==> src/rtl/zl_ts_sync_aligner_pkg.sv <==
// Shared constants and state encoding for the TS sync aligner and its
// downstream byte stages.
package zl_ts_sync_aligner_pkg;

    localparam int         TS_PKT_LEN     = 188;
    localparam logic [7:0] TS_SYNC_BYTE   = 8'h47;
    localparam int         TS_CONFIRM_CNT = 3;
    localparam int         TS_LOSS_CNT    = 3;

    // Encoding is fixed so that checkers and the core agree on state values.
    typedef enum logic [1:0] {
        ST_SEARCH = 2'd0,
        ST_VERIFY = 2'd1,
        ST_LOCK   = 2'd2
    } sync_state_t;

endpackage

==> src/rtl/zl_byte_out_reg.sv <==
// Single-entry req/ack output register holding {sop, byte}.
// Handshake: a byte moves downstream on any cycle where out_req && out_ack.
// A new byte may be loaded in the same cycle the held byte drains.
module zl_byte_out_reg
    import zl_ts_sync_aligner_pkg::*;
(
    input  logic       clk,
    input  logic       rst,
    input  logic       load,
    input  logic       load_sop,
    input  logic [7:0] load_data,
    input  logic       out_ack,
    output logic [7:0] out_data,
    output logic       out_sop,
    output logic       out_req
);

    // Load has priority over drain; the register holds until acknowledged.
    always_ff @(posedge clk) begin
        if (rst) begin
            out_data <= 8'd0;
            out_sop  <= 1'b0;
            out_req  <= 1'b0;
        end else if (load) begin
            out_data <= load_data;
            out_sop  <= load_sop;
            out_req  <= 1'b1;
        end else if (out_ack) begin
            out_req  <= 1'b0;
        end
    end

endmodule

==> src/rtl/zl_ts_sync_aligner.sv <==
// Finds and tracks 188-byte MPEG-TS packet alignment on the sync byte and
// forwards only packet-aligned bytes to the DVB-S core.
// Handshake (both sides): a byte transfers on a cycle where req && ack.
// In SEARCH/VERIFY input bytes are consumed and discarded; in LOCK the
// input is stalled only when the output register is full and not draining.
module zl_ts_sync_aligner
    import zl_ts_sync_aligner_pkg::*;
#(
    parameter int         PKT_LEN     = TS_PKT_LEN,
    parameter logic [7:0] SYNC_BYTE   = TS_SYNC_BYTE,
    parameter int         CONFIRM_CNT = TS_CONFIRM_CNT,
    parameter int         LOSS_CNT    = TS_LOSS_CNT
) (
    input  logic       clk,
    input  logic       rst,
    input  logic [7:0] data_in,
    input  logic       data_in_req,
    output logic       data_in_ack,
    output logic [7:0] data_out,
    output logic       data_out_sop,
    output logic       data_out_req,
    input  logic       data_out_ack,
    output logic       locked,
    output logic       sync_err,
    output logic [1:0] dbg_state
);

    sync_state_t state, state_n;
    logic [7:0]  pos, pos_n, pos_inc;
    logic [3:0]  hits, hits_n, miss, miss_n;
    logic        accept, at_boundary, is_sync;
    logic        fwd, fwd_sop, sync_err_n;
    logic        out_room;

    assign out_room    = !data_out_req || data_out_ack;
    assign accept      = data_in_req && data_in_ack;
    assign at_boundary = (pos == 8'd0);
    assign is_sync     = (data_in == SYNC_BYTE);
    assign pos_inc     = (pos == 8'(PKT_LEN - 1)) ? 8'd0 : pos + 8'd1;
    assign dbg_state   = state;

    // Input acceptance: free-running while hunting, flow-controlled when locked.
    // The boundary byte in VERIFY may become the first forwarded byte, so it
    // waits if a byte from a previous lock is still stuck in the output register.
    always_comb begin
        data_in_ack = 1'b1;
        case (state)
            ST_LOCK:   data_in_ack = out_room;
            ST_VERIFY: data_in_ack = !at_boundary || out_room;
            default:   data_in_ack = 1'b1;
        endcase
    end

    // Next-state, position tracking and forwarding decision for each accepted byte.
    always_comb begin
        state_n    = state;
        pos_n      = pos;
        hits_n     = hits;
        miss_n     = miss;
        fwd        = 1'b0;
        fwd_sop    = 1'b0;
        sync_err_n = 1'b0;
        if (accept) begin
            case (state)
                ST_SEARCH: begin
                    if (is_sync) begin
                        state_n = ST_VERIFY;
                        pos_n   = 8'd1;
                        hits_n  = 4'd0;
                    end
                end
                ST_VERIFY: begin
                    pos_n = pos_inc;
                    if (at_boundary) begin
                        if (is_sync) begin
                            hits_n = hits + 4'd1;
                            if (hits + 4'd1 == 4'(CONFIRM_CNT)) begin
                                state_n = ST_LOCK;
                                miss_n  = 4'd0;
                                fwd     = 1'b1;
                                fwd_sop = 1'b1;
                            end
                        end else begin
                            // Failed confirm: the byte is not re-examined as a new sync.
                            state_n = ST_SEARCH;
                            pos_n   = 8'd0;
                            hits_n  = 4'd0;
                        end
                    end
                end
                ST_LOCK: begin
                    pos_n   = pos_inc;
                    fwd     = 1'b1;
                    fwd_sop = at_boundary;
                    if (at_boundary) begin
                        if (is_sync) begin
                            miss_n = 4'd0;
                        end else begin
                            sync_err_n = 1'b1;
                            miss_n     = miss + 4'd1;
                            if (miss + 4'd1 == 4'(LOSS_CNT)) begin
                                // Lock lost: this boundary byte is dropped.
                                fwd     = 1'b0;
                                fwd_sop = 1'b0;
                                state_n = ST_SEARCH;
                                pos_n   = 8'd0;
                                miss_n  = 4'd0;
                            end
                        end
                    end
                end
                default: begin
                    state_n = ST_SEARCH;
                    pos_n   = 8'd0;
                end
            endcase
        end
    end

    // State, counters and registered status outputs.
    always_ff @(posedge clk) begin
        if (rst) begin
            state    <= ST_SEARCH;
            pos      <= 8'd0;
            hits     <= 4'd0;
            miss     <= 4'd0;
            locked   <= 1'b0;
            sync_err <= 1'b0;
        end else begin
            state    <= state_n;
            pos      <= pos_n;
            hits     <= hits_n;
            miss     <= miss_n;
            locked   <= (state_n == ST_LOCK);
            sync_err <= sync_err_n;
        end
    end

    zl_byte_out_reg u_out_reg (
        .clk       (clk),
        .rst       (rst),
        .load      (accept && fwd),
        .load_sop  (fwd_sop),
        .load_data (data_in),
        .out_ack   (data_out_ack),
        .out_data  (data_out),
        .out_sop   (data_out_sop),
        .out_req   (data_out_req)
    );

endmodule

==> config.mk <==
export PLATFORM = sky130hd
export DESIGN_NAME = zl_ts_sync_aligner
export DESIGN_NICKNAME = d
export VERILOG_FILES = /design/src/rtl/zl_ts_sync_aligner_pkg.sv /design/src/rtl/zl_byte_out_reg.sv /design/src/rtl/zl_ts_sync_aligner.sv
export SDC_FILE = /design/constraint.sdc
export NUM_CORES = 1
export LEC_CHECK = 0
export ABC_CLOCK_PERIOD_IN_PS = 2450
export BUFFER_PORTS_ARGS = -buffer_cell sky130_fd_sc_hd__buf_4
export CORE_MARGIN = 4
export CORE_UTILIZATION = 45
export CTS_CLUSTER_DIAMETER = 100
export DETAILED_ROUTE_END_ITERATION = 8
export PLACE_DENSITY_LB_ADDON = 0.3
export SLEW_MARGIN = 10
export SYNTH_ARGS = -nofsm -noshare
export SYNTH_HDL_FRONTEND = slang
export SYNTH_SLANG_ARGS = --single-unit
==> constraint.sdc <==
create_clock -name clk -period 2.45 [get_ports clk]
set_input_delay 0.245 -clock clk [delete_from_list [all_inputs] [get_ports clk]]
set_output_delay 0.245 -clock clk [all_outputs]
set_load 0.005 [all_outputs]
# Word level (Yosys, flattened, before mapping)
# Cells that the tools add are included.
# word_totals
register_bits	30
in_bits	12
out_inout_bits	15
elab_cells	85
# classes
addsub	3
eq_ne	12
mux	43
bitwise	3
reduce_logical	15
# ops
operator	count
$mux 8	7
$mux 4	9
$pmux 8 s3	1
$mux 2	8
$pmux 4 s2	2
$mux 1	12
$ne 2x2->1 const B	5
$add 4x1->4 const B	2
$add 8x1->8 const B	1
$eq 4x2->1 const B	2
$eq 8x7->1 const B	1
$eq 8x8->1 const B	1
$logic_not 8->1	1
$pmux 1 s2	3
$pmux 2 s3	1
$reduce_and 6->1	1
$reduce_bool 2->1	3
$eq 2x2->1 const B	2
$reduce_and 4->1	1
$reduce_or 4->1	1
$not 1->1	3
$eq 2x1->1 const B	1
$logic_and 1x1->1	2
$logic_not 1->1	2
other kinds (3)	4

# Longest topological paths before layout
# depth
ltp_word	9
mapped_depth	9
ltp_nobuf	8

# Hierarchy
# Synthesis repeated with hierarchy kept, for this count alone.
# hier_totals
cells_unflattened	201
area_unflattened_um2	1735.4
# modules_own_cells
module	instances	cells_each	area_each_um2	seq_area_each_um2
zl_ts_sync_aligner	1	168	1380.1	400.4
zl_byte_out_reg	1	33	355.3	200.2

# Least setup slack after synthesis
# Ideal clock, no wire load.
# synth_path
path_kind	register to register
start	reg pos[0]
end	reg hits[2]
setup_ns	0.070
t_arrival_ns	2.038
required_ns	2.380
setup_slack_ns	0.341
stages_incl_launch_ff	9
path_cell_list	dfxtp_1 inv_1 ha_1 nor4b_1 a21oi_1 or3_1 clkbuf_2 or4_1 a21oi_1
# synth_between
elab_chain_cells	6
# synth_rtl
item	line_no	source
start: declaration	zl_ts_sync_aligner.sv:29	logic [7:0] pos, pos_n, pos_inc;
start signal: assignment	zl_ts_sync_aligner.sv:131	pos <= pos_n;
$logic_not 8->1 (*)	zl_ts_sync_aligner.sv:37	assign at_boundary = (pos == 8'd0);
$logic_not 1->1	zl_ts_sync_aligner.sv:49	ST_VERIFY: data_in_ack = !at_boundary || out_room;
$logic_or 1x1->1	zl_ts_sync_aligner.sv:49	
$pmux 1 s2	zl_ts_sync_aligner.sv:47	case (state)
$logic_and 1x1->1	zl_ts_sync_aligner.sv:36	assign accept = data_in_req && data_in_ack;
$reduce_and 4->1 (no source line) (*)	--	
end signal: assignment	zl_ts_sync_aligner.sv:132	hits <= hits_n;
end: declaration	zl_ts_sync_aligner.sv:30	logic [3:0] hits, hits_n, miss, miss_n;
# Mark *: on every way between the ends. The rest lies on a longest branch, timed or not.
# A chain may end at the register's enable or synchronous reset.

# Final worst setup path
# layout_path
start	reg state[1] (netlist: dbg_state[1])
end	reg hits[3]
# layout_between
elab_chain_cells	4
# layout_rtl
item	line_no	source
start: declaration	zl_ts_sync_aligner.sv:28	sync_state_t state, state_n;
start signal: assignment	zl_ts_sync_aligner.sv:130	state <= state_n;
$eq 2x1->1 / $eq 2x2->1 (equally long branches)	zl_ts_sync_aligner.sv:47, zl_ts_sync_aligner.sv:64	
$pmux 1 s2	zl_ts_sync_aligner.sv:47	
$logic_and 1x1->1	zl_ts_sync_aligner.sv:36	
$reduce_and 4->1 (no source line)	--	
# Parallel ways exist; a longest one is shown, timed or not.

==> impl_summary.md <==
Clock tree
The number of gates resized after CTS was 0. The post-CTS repair timing setup buffer count is 0. The clock passes through at most 2 buffers. In this run the number of H-tree levels came out at 2. The clock net in this run drives a total of 30 sinks. The clock tree from TritonCTS is built.

Clock tree synthesis inserted a total of 5 buffers. The tree is rooted in a clkbuf_8. For the worst-skew pair, the clock arrives at the later sink with an insertion delay of 290 ps.

The number of hold buffers added after CTS was 0. After clock tree synthesis, the clock-pin slew on the worst setup and hold paths is 60 ps.

Flow run
Across the run, the number of max-cap violations was 0.

STA
Setup repair after global routing left no endpoint under its margin. Clock skew on the completed layout was measured at 7.13 ps. Based on the critical path, the design can be clocked at up to between 400 and 500 MHz.

The final clock period utilization by the worst path is 0.915. At the pin with the least slew margin, the transition time is 430 ps. The final number of hold-violating endpoints came to 0.

The final number of max-transition violations was 0. The tightest hold path in the finished design has a slack of 243 ps. In this run the tightest slew margin relative to its limit is 0.712. The minimum clock period is roughly 2200 ps. The number of setup violations in the final report is 0. The worst path meets setup with 208 ps of slack. The final setup TNS is 0 ps.

Power
The cell-internal power is approximately 800 uW. The leakage power is 0.836 nW. In this run the power density over the cells is 449 nW/um2. The share of total power dissipated in the clock network is 0.467. Of the total power, the share spent switching nets is 0.211. The share of total power dissipated in sequential elements is 0.483.

In this run the power spent charging and discharging nets is ~210 uW. The part of the power in combinational logic is 0.050. The worst-case IR drop observed on VDD is 299 uV.

GRT
Entering global routing, the biggest net connects 36 pins. The first global-routing pass estimated 6.99 mm of wire. The initial antenna violation count is 0. In the global route stage, overall resource usage came out at 0.170. For this run the aggregate overflow at the end of global routing stands at 0. The number of global-route vias before repair is 1524.

Floorplanning
In this run the count of I/O pins placed on the die edge is 27. The die covers 5180 um2. The effective utilization at floorplan is 0.485.

The total area inside the core boundary comes to about 3800 um2. The horizontal die dimension is 72.0 um. From bottom edge to top edge, the die measures 72.0 um. The row count is 22.

Detailed routing
After detailed routing, the number of vias per cell comes to 5.58. The number of optimization iterations in the first detailed-route pass is 4. Detailed routing inserted a total of 1714 vias. Dividing the detail-routed wire length by the instance count gives 13.6 um. In this run the remaining antenna-violating nets after routing total 0. The overall routed net length is 4.16 mm.

The residual DRC count is 0. For this block, the initial DRC count from the detailed router was 119.

Critical path
The buffer and inverter count on the worst path is 1. The required time reported for the critical path endpoint is 2670 ps. The cell at the slowest stage of the critical path is or3_1. The category of the worst setup path capture point is a flop. The highest net fanout along the worst path is 8.

The family with the most delay on the worst path is simple AND/OR/NAND/NOR gates. For the worst setup path, the data arrival time is approximately 2500 ps. The delay of the slowest cell on the worst path is 450 ps. The critical setup path kind is reg2reg. The kind of launch point of the worst setup path is a flop. Walking the worst path, the cells encountered are inv_1, ha_2, nor2_1, o21ai_2, nand3_1, or3_1, or4_1, a21oi_1. The register-to-register setup slack is 210 ps.

Yosys
In this run the mean area of a mapped cell was 8.23 um2. For this run, the leading register cell type out of synthesis is dfxtp_1. The unique cell type count in the Yosys netlist is 49. The synthesized design contains 30 register bits. The post-synth net total is 246. The share of async-settable or async-resettable flops after synthesis is 0. The gate count of the mapped netlist is 224. The synthesized design contains 0 enable-type register cells. For this run, the number of Yosys warnings is 0. The total standard cell area after synthesis is roughly 1800 um2. The register area share after synthesis is 0.326.

Run status
The run finished with clean final reports.

Layout
The area growth from synthesis to layout is 22.1%. The count of placed standard cells in the final layout, fillers left out is approximately 300. The number of nets at the end of the flow is 280.

In the final layout, the share of cells above drive strength 1 is 0.201. The number of inserted diodes is 0.

Placement
The final estimated routing congestion in global placement is between 0.8 and 0.9. The number of placed instances, taps included, is 299. The wire-length estimate of the detail-placed layout is 3.07 mm. Before CTS, the worst setup slack after placement is 140 ps.

Buffers placed on the I/O ports in this run total 26.

Min path
The min-delay analysis places its worst path in the category in2reg.
## registers in the layout, summed over array words and instances, names as in the netlist
signal              flops
u_out_reg.out_sop       1
pos                     8
sync_err                1
locked                  1
u_out_reg.out_data      8
miss                    4
hits                    4
u_out_reg.out_req       1
dbg_state               2
## metrics by stage
stage	area (um2)	utilization	power (mW)
after global placement	2130	0.560	0.549
after floorplan	1840	-	0.524
final	2250	0.592	1.01
after global routing	2250	0.592	1.05
after detailed placement	2130	0.560	0.549
after CTS	2240	0.589	1.02
## power by group through the flow
stage | sequential, mW | clock [mW] | combinational, mW
5_1_grt | 0.487 | 0.504 | 0.0557
3_3_place_gp | 0.499 | 0 | 0.0502
2_1_floorplan | 0.499 | 0 | 0.0251
6_report | 0.488 | 0.472 | 0.0503
4_1_cts | 0.488 | 0.485 | 0.0505
3_5_place_dp | 0.499 | 0 | 0.0504
## path summary, 6_finish.rpt
path	start	end	cells past startpoint
max	dbg_state[1]	hits[3]	8
min	data_in[6]	u_out_reg.out_data[6]	3
max reg2reg	dbg_state[1]	hits[3]	8
min reg2reg	u_out_reg.out_data[1]	u_out_reg.out_data[1]	2
## area by class of cell
type / instances / area, um2
inverter: 14 / 52.6
sequential: 30 / 601
fill: 351 / 1550
tap: 48 / 60.1
timing repair buffer: 33 / 248
clock buffer: 8 / 110
multi-input combinational: 174 / 1180
## worst register-to-register path, stage by stage (launching register included)
cell and delay (ps):
dfxtp_1 350, inv_1 120, ha_2 250, nor2_1 100
o21ai_2 240, nand3_1 90, or3_1 450, or4_1 430
a21oi_1 150
## placed cells by master (no fill, tap or decap), types with 4 or more instances in the layout
cell      netlist  routed
o22ai_1         4       4
nor2_1         12      12
inv_1          14      14
nand3_1        11      11
dfxtp_1        30      30
o21ai_0         7       7
a32oi_1         4       4
ha_1           10       9
nand4_1         6       6
nor2b_1         6       6
mux2i_1        10      10
a21oi_1        18      18
buf_4           0      33
clkbuf_8        0       8
nand2b_1       16      16
nand2_1        17      17
## layer usage
layer,vias to the layer above,part of all wire,GRT usage
met5,-,0,0
met4,0,0.019,0.0835
met3,8,0.054,0.0429
met2,45,0.44,0.238
met1,779,0.49,0.240
li1,882,-,-
## synth_stat cells (all sizes together) (2+ instances only)
master,number,area share
dfxtp,30,0.33
nand2b,16,0.054
nor3,3,0.0081
and3,2,0.0068
a32oi,4,0.019
or3,3,0.010
o22ai,4,0.014
a21o,2,0.0081
o31ai,3,0.012
nor4b,2,0.0095
nand2,17,0.035
nor2b,6,0.020
ha,10,0.068
clkbuf,5,0.011
and2,3,0.010
a21oi,18,0.049
nand3b,3,0.012
or4,3,0.012
inv,14,0.029
a31oi,3,0.010
or2,2,0.0068
o211a,2,0.011
nor2,13,0.028
a211oi,2,0.015
o21ai,11,0.034
nand3,11,0.030
nand4b,2,0.0095
nand4,6,0.020
mux2i,10,0.054
## cells by family after synthesis
logic type / count (synthesis) / share of synthesized area
AOI/OAI and AO/OA: 57 / 0.209
adders and majority gates: 10 / 0.0679
buffers and inverters: 20 / 0.0421
DFF: 30 / 0.326
muxes: 10 / 0.0543
and+or+nand+nor: 97 / 0.301
Note: power is estimated with default switching activity, not from simulation.
